**src/rtl/demux32bit1x2_reg_pkg.sv**
```systemverilog
// Shared widths and lane state type for the registered 1-to-2 demultiplexer.
package demux32bit1x2_reg_pkg;

  localparam int DATA_W = 32;
  localparam int CNT_W  = 16;

  typedef enum logic {
    EMPTY = 1'b0,
    FULL  = 1'b1
  } lane_state_t;

endpackage

```
**src/rtl/demux_lane_reg.sv**
```systemverilog
// One-entry lane buffer: loads a word, holds it until drained, counts loads.
//
// state | meaning
// EMPTY | no word held, valid low
// FULL  | word held on q, valid high until drained
module demux_lane_reg
  import demux32bit1x2_reg_pkg::*;
(
  input  logic              clk,
  input  logic              reset,
  input  logic              load,
  input  logic              drain,
  input  logic [DATA_W-1:0] d,
  output logic [DATA_W-1:0] q,
  output logic              valid,
  output logic              can_load,
  output logic [CNT_W-1:0]  count
);

  lane_state_t state;

  assign valid    = (state == FULL);
  // A full lane can take a new word in the same cycle it is drained.
  assign can_load = (state == EMPTY) || drain;

  always_ff @(posedge clk) begin
    if (reset) begin
      state <= EMPTY;
      q     <= '0;
      count <= '0;
    end else if (load) begin
      state <= FULL;
      q     <= d;
      count <= count + CNT_W'(1);
    end else if (state == FULL && drain) begin
      state <= EMPTY;
    end
  end

endmodule

```
**src/rtl/demux32bit1x2_reg.sv**
```systemverilog
// Registered 1-to-2 demultiplexer with per-lane valid/ready handshake and counters.
module demux32bit1x2_reg
  import demux32bit1x2_reg_pkg::*;
(
  input  logic              clk,
  input  logic              reset,
  input  logic [DATA_W-1:0] in,
  input  logic              sel,
  input  logic              invalid,
  output logic              inready,
  output logic [DATA_W-1:0] y0,
  output logic [DATA_W-1:0] y1,
  output logic              y0valid,
  output logic              y1valid,
  input  logic              y0ready,
  input  logic              y1ready,
  output logic [CNT_W-1:0]  count0,
  output logic [CNT_W-1:0]  count1
);

  logic can_load0, can_load1;
  logic load0, load1;

  // Only the selected lane gates acceptance, so a stalled lane never blocks the other.
  assign inready = !reset && (sel ? can_load1 : can_load0);
  assign load0   = invalid && inready && !sel;
  assign load1   = invalid && inready &&  sel;

  demux_lane_reg u_lane0 (
    .clk      (clk),
    .reset    (reset),
    .load     (load0),
    .drain    (y0ready),
    .d        (in),
    .q        (y0),
    .valid    (y0valid),
    .can_load (can_load0),
    .count    (count0)
  );

  demux_lane_reg u_lane1 (
    .clk      (clk),
    .reset    (reset),
    .load     (load1),
    .drain    (y1ready),
    .d        (in),
    .q        (y1),
    .valid    (y1valid),
    .can_load (can_load1),
    .count    (count1)
  );

endmodule

```
**config.mk**
```make
export PLATFORM = sky130hd
export DESIGN_NAME = demux32bit1x2_reg
export DESIGN_NICKNAME = d
export VERILOG_FILES = /design/src/rtl/demux32bit1x2_reg_pkg.sv /design/src/rtl/demux_lane_reg.sv /design/src/rtl/demux32bit1x2_reg.sv
export SDC_FILE = /design/constraint.sdc
export NUM_CORES = 1
export LEC_CHECK = 0
export BUFFER_PORTS_ARGS = -buffer_cell sky130_fd_sc_hd__buf_2
export CAP_MARGIN = 20
export CORE_ASPECT_RATIO = 0.7
export CORE_MARGIN = 2
export CORE_UTILIZATION = 45
export CTS_BUF_LIST = sky130_fd_sc_hd__clkbuf_8
export CTS_CLUSTER_DIAMETER = 40
export DETAILED_ROUTE_END_ITERATION = 10
export PLACE_DENSITY = 0.83
export SYNTH_ARGS = -nofsm -noshare
export SYNTH_HDL_FRONTEND = slang
export SYNTH_SLANG_ARGS = --single-unit
```
**constraint.sdc**
```tcl
create_clock -name clk -period 2.8 [get_ports clk]
set_input_delay 0.14 -clock clk [delete_from_list [all_inputs] [get_ports clk]]
set_output_delay 0.14 -clock clk [all_outputs]
set_load 0.03 [all_outputs]
```
Yosys cells after proc, flatten, opt, wreduce, memory -nomap -nowiden
Index checks and enable logic that the tools add are counted.
{"block": "word_totals", "ff_bits": 98, "in_bits": 38, "out_inout_bits": 99, "wordCells": 27}
{"block": "classes", "n_addsub": 2, "n_mux": 5, "bitwise": 2, "n_reduce_logical": 12}
{"op": "adder 16 x 1 -> 16 bit (second input constant)", "n": 2}
{"op": "logical AND 1 bit", "n": 6}
{"op": "two-way mux 1 bit", "n": 5}
{"op": "nonzero test 2 bit", "n": 2}
{"op": "logical NOT 1 bit", "n": 2}
{"op": "logical OR 1 bit", "n": 2}
{"op": "NOT 1 bit", "n": 2}

Longest topological paths before layout
{"block": "depth", "word_depth": 7, "depth_mapped": 7, "ltp_nobuf": 5}

Modules after synthesis
Synthesis repeated with hierarchy kept, for this count alone.
{"block": "unflattened", "cells_unflattened": 388, "area_unflattened_um2": 3826.2}
{"module": "demux_lane_reg", "instances": 2, "cells_per_inst": 191, "area_each_um2": 1889.3, "seq_area_each_um2": 980.9}
{"module": "demux32bit1x2_reg", "instances": 1, "cells_per_inst": 6, "area_each_um2": 47.5, "seq_area_each_um2": 0.0}

Worst setup path before layout
OpenSTA, ideal clock, no wires.
{"block": "synth_path", "path_type": "register -> register", "startpoint": "reg u_lane1.count[0]", "endpoint": "reg u_lane1.count[14]", "setup_ns": 0.070, "t_arrival_ns": 1.850, "required_time_ns": 2.730, "path_slack_ns": 0.880, "path_stages_with_launch": 7, "n_path_buf": 1, "period_less_slack_ns": 1.920, "cell_sequence": "dfxtp_1 ha_1 nand2_1 or3_1 clkbuf_2 or4_1 a21oi_1"}
{"block": "synth_between", "elab_chain_len": 1}
{"item": "from (decl)", "line": "demux_lane_reg.sv:17", "text": "output logic [CNT_W-1:0] count"}
{"item": "from (signal assigned)", "line": "demux_lane_reg.sv:34", "text": "count <= count + CNT_W'(1);"}
{"item": "adder 16 x 1 -> 16 bit", "line": "demux_lane_reg.sv:34"}
Every way passes these cells.
A chain may end at the register's enable or synchronous reset.

Final worst setup path
{"block": "layout_path", "startpoint": "reg u_lane0.count[0]", "endpoint": "reg u_lane0.count[14]"}
{"block": "layout_between", "elab_chain_len": 1}
{"item": "from (decl)", "line": "demux_lane_reg.sv:17"}
{"item": "from (signal assigned)", "line": "demux_lane_reg.sv:34"}
{"item": "adder 16 x 1 -> 16 bit", "line": "demux_lane_reg.sv:34"}
Every way passes these cells.

==> flow_summary.json <==
{
  "status": "finished, violations left",
  "violations": "design-rule violations",
  "cts.clk_slew.worst_paths_ps": 80,
  "vias_per_cell": 5.29,
  "critical-path-slowest-cell": "or4_1",
  "n_antenna_cell": 0,
  "ff2ff_path_depth": 5,
  "synth-edff-count": 0,
  "gr-total-overflow": 0,
  "netlist_area_um2": 3760,
  "synth_fp_nets": 500,
  "crit_start": "u_lane0.count[0]",
  "die_area_um2": 9120,
  "min_path_cells": 3,
  "gp_congestion": 0.771,
  "dr_total_vias": 3633,
  "cts_resized": 0,
  "clockRootBuffer": "clkbuf_8",
  "clock_latency_ps": 360,
  "synth.distinct_cells": 37,
  "tightest_slew_ps": 668,
  "drt-total-wl_um": 9790,
  "grt_usage_pct": 21.6,
  "clock-sinks": 98,
  "crit_required_ps": 3080,
  "yosys_warnings": 0,
  "ctsHoldBuffers": 1,
  "fin_ws_ps": 936,
  "cp_cell_sequence": "ha_1, and4bb_2, nand3_1, or4_1, a21oi_1",
  "hold_start": "in[14]",
  "pre_cts_ws_ps": 955,
  "finalSetupViolations": 0,
  "fin_crit_sh_pct": 66.6,
  "leakagePower_nw": 2.00,
  "clk_path_buf_depth": 2,
  "regArea_um2": 1960,
  "syn_area_per_cell_um2": 8.18,
  "hold_viol": 0,
  "die_h_um": 80.5,
  "endpoint_kind": "flip-flop",
  "critPathBufInv": 0,
  "synth_ff_type": "dfxtp_1",
  "wl_per_cell_um": 14.3,
  "critPathLaunchType": "flip-flop",
  "drive_gt1_share_pct": 27.1,
  "chipWidth_um": 113,
  "slew_viol_final": 0,
  "multi_input_area_um2": 1660,
  "fill_cells": 714,
  "fin_nets": 623,
  "detail_route.iter0.violations": 263,
  "cts_inserted_buffers": 9,
  "hold_class": "primary input to flip-flop",
  "htreeDepth": 3,
  "timing.rr.start": "u_lane0.count[0]",
  "final.min_clock_period_ps": 1860,
  "cp_slowest_stage_delay_ps": 520,
  "post_cts_buffers": 0,
  "start_util_pct": 47.2,
  "antenna_found_initial": 0,
  "rows": 27,
  "worstSetupPathType": "flip-flop to flip-flop",
  "drtAntennaViolNets": 0,
  "grt_max_degree": 57,
  "crit_cells": 5,
  "async_flop_share_pct": 0,
  "cts_tree": "built",
  "cp.arrival_ps": 2150,
  "fin_worst_skew_ps": 5.91,
  "p_per_area_nw_per_um2": 554,
  "ys_seq_area_share_pct": 52.2,
  "dr.pass1.iters": 8,
  "cap_viol_max_count": 0,
  "hpwl_um": 6860,
  "fmax_ghz": 0.536,
  "portBuffers": 136,
  "synth_seq_cells": 98,
  "cp_max_fo": 8,
  "crit_family": "simple AND/OR/NAND/NOR gates",
  "grt_pass1_wl_um": 15500,
  "peakVddDrop_v": 0.000358,
  "grt_pass1_vias": 3284,
  "rsz0062_at_grt": "false",
  "fin_tns_setup_ps": 0,
  "num_io_pins": 137,
  "remaining_drc_errors": 11,
  "syn_to_final_growth_pct": 24.2,
  "slew_headroom_pct": 55.4,
  "syn-instance-count": 460,
  "core_area_um2": 7970
}
kinds of logic after synthesis:
group / share of synthesized area, %
and+or+nand+nor: 25.4
AOI/OAI and AO/OA: 14.6
DFF: 52.2
buffers and inverters: 3.86
xor gates and xnor gates: 3.03
adders and majority gates: 0.665
muxes: 0.299
path summary, 6_finish.rpt:
path | end | slack (ps)
hold reg to reg | u_lane0.q[5] | 450
setup reg to reg | u_lane0.count[14] | 940
setup / recovery | u_lane0.count[14] | 940
hold / removal | u_lane1.q[14] | 20
routing by layer:
layer / vias up / share of wire [%] / global-route usage, %
li1: 1809 / - / -
met1: 1668 / 45 / 27.4
met2: 143 / 45 / 34.4
met3: 13 / 9.4 / 7.40
met4: 0 / 1.1 / 7.44
met5: - / 0 / 0
Yosys cell counts, types with 2 or more instances:
| library cell | instances | area, um^2 |
|---|---|---|
| a21oi_1 | 80 | 400 |
| and3_1 | 2 | 12.5 |
| and4_1 | 3 | 26.3 |
| and4bb_2 | 2 | 25.0 |
| buf_1 | 2 | 7.51 |
| clkbuf_1 | 25 | 93.8 |
| dfxtp_1 | 98 | 1960 |
| ha_1 | 2 | 25.0 |
| inv_1 | 4 | 15.0 |
| nand2_1 | 141 | 529 |
| nand2b_1 | 2 | 12.5 |
| nand3_1 | 10 | 50.1 |
| nand4_1 | 7 | 43.8 |
| nor2_1 | 17 | 63.8 |
| nor2b_1 | 2 | 12.5 |
| nor3b_1 | 2 | 15.0 |
| nor4_1 | 2 | 12.5 |
| o21ai_0 | 4 | 20.0 |
| o311ai_0 | 4 | 35.0 |
| o31ai_1 | 8 | 60.1 |
| o41ai_1 | 3 | 26.3 |
| or3_1 | 6 | 37.5 |
| or4_1 | 9 | 67.6 |
| xnor2_1 | 7 | 61.3 |
| xor2_1 | 6 | 52.6 |
flip-flops by register name, indices dropped and copies added, names as in the netlist:
| name | flops |
|---|---|
| u_lane1.q | 32 |
| u_lane1.count | 16 |
| u_lane0.valid | 1 |
| u_lane1.valid | 1 |
| u_lane0.count | 16 |
| u_lane0.q | 32 |
power by group:
part,switching [W],internal [W]
sequential,0.0000219,0.00143
clock,0.000451,0.000396
combinational,0.000203,0.0000833
cell usage in the layout (no fill, tap or decap), drive strengths merged, types with 3 or more instances in the layout:
master	count
and4	3
inv	6
or4	9
o31ai	8
nand2	142
xor2	6
a21oi	80
o311ai	4
o21ai	4
xnor2	7
or3	6
clkbuf	9
nand4	7
dfxtp	98
nor2	17
o41ai	3
buf	142
nand3	10
per-stage QoR:
| step | area, um^2 | total power, W | hold WS (ps) | std cells | utilization [%] |
|---|---|---|---|---|---|
| finish | 4670 | 0.00259 | 24.0 | 687 | 58.6 |
| global route | 4670 | 0.00270 | 9.80 | 687 | 58.6 |
| CTS | 4670 | 0.00262 | 0.0346 | 687 | 58.6 |
| detailed placement | 4490 | 0.00177 | 399 | 672 | 56.3 |
| global placement | 4490 | 0.00177 | 392 | 672 | 56.3 |
| floorplan | 3760 | 0.00167 | 276 | 460 | - |
worst reg2reg max path: stages, from the launching register on:
cell	delay, ps
dfxtp_1	400
ha_1	210
and4bb_2	290
nand3_1	200
or4_1	520
a21oi_1	170
final cells by class:
cell class / instances / area share, %
clock buffer: 9 / 2.65
clock inverter: 5 / 1.07
inverter: 4 / 0.322
multi-input combinational: 327 / 35.5
sequential: 98 / 42.0
tap: 101 / 2.71
timing repair buffer: 143 / 15.8
(Power assumes the default switching activity.)
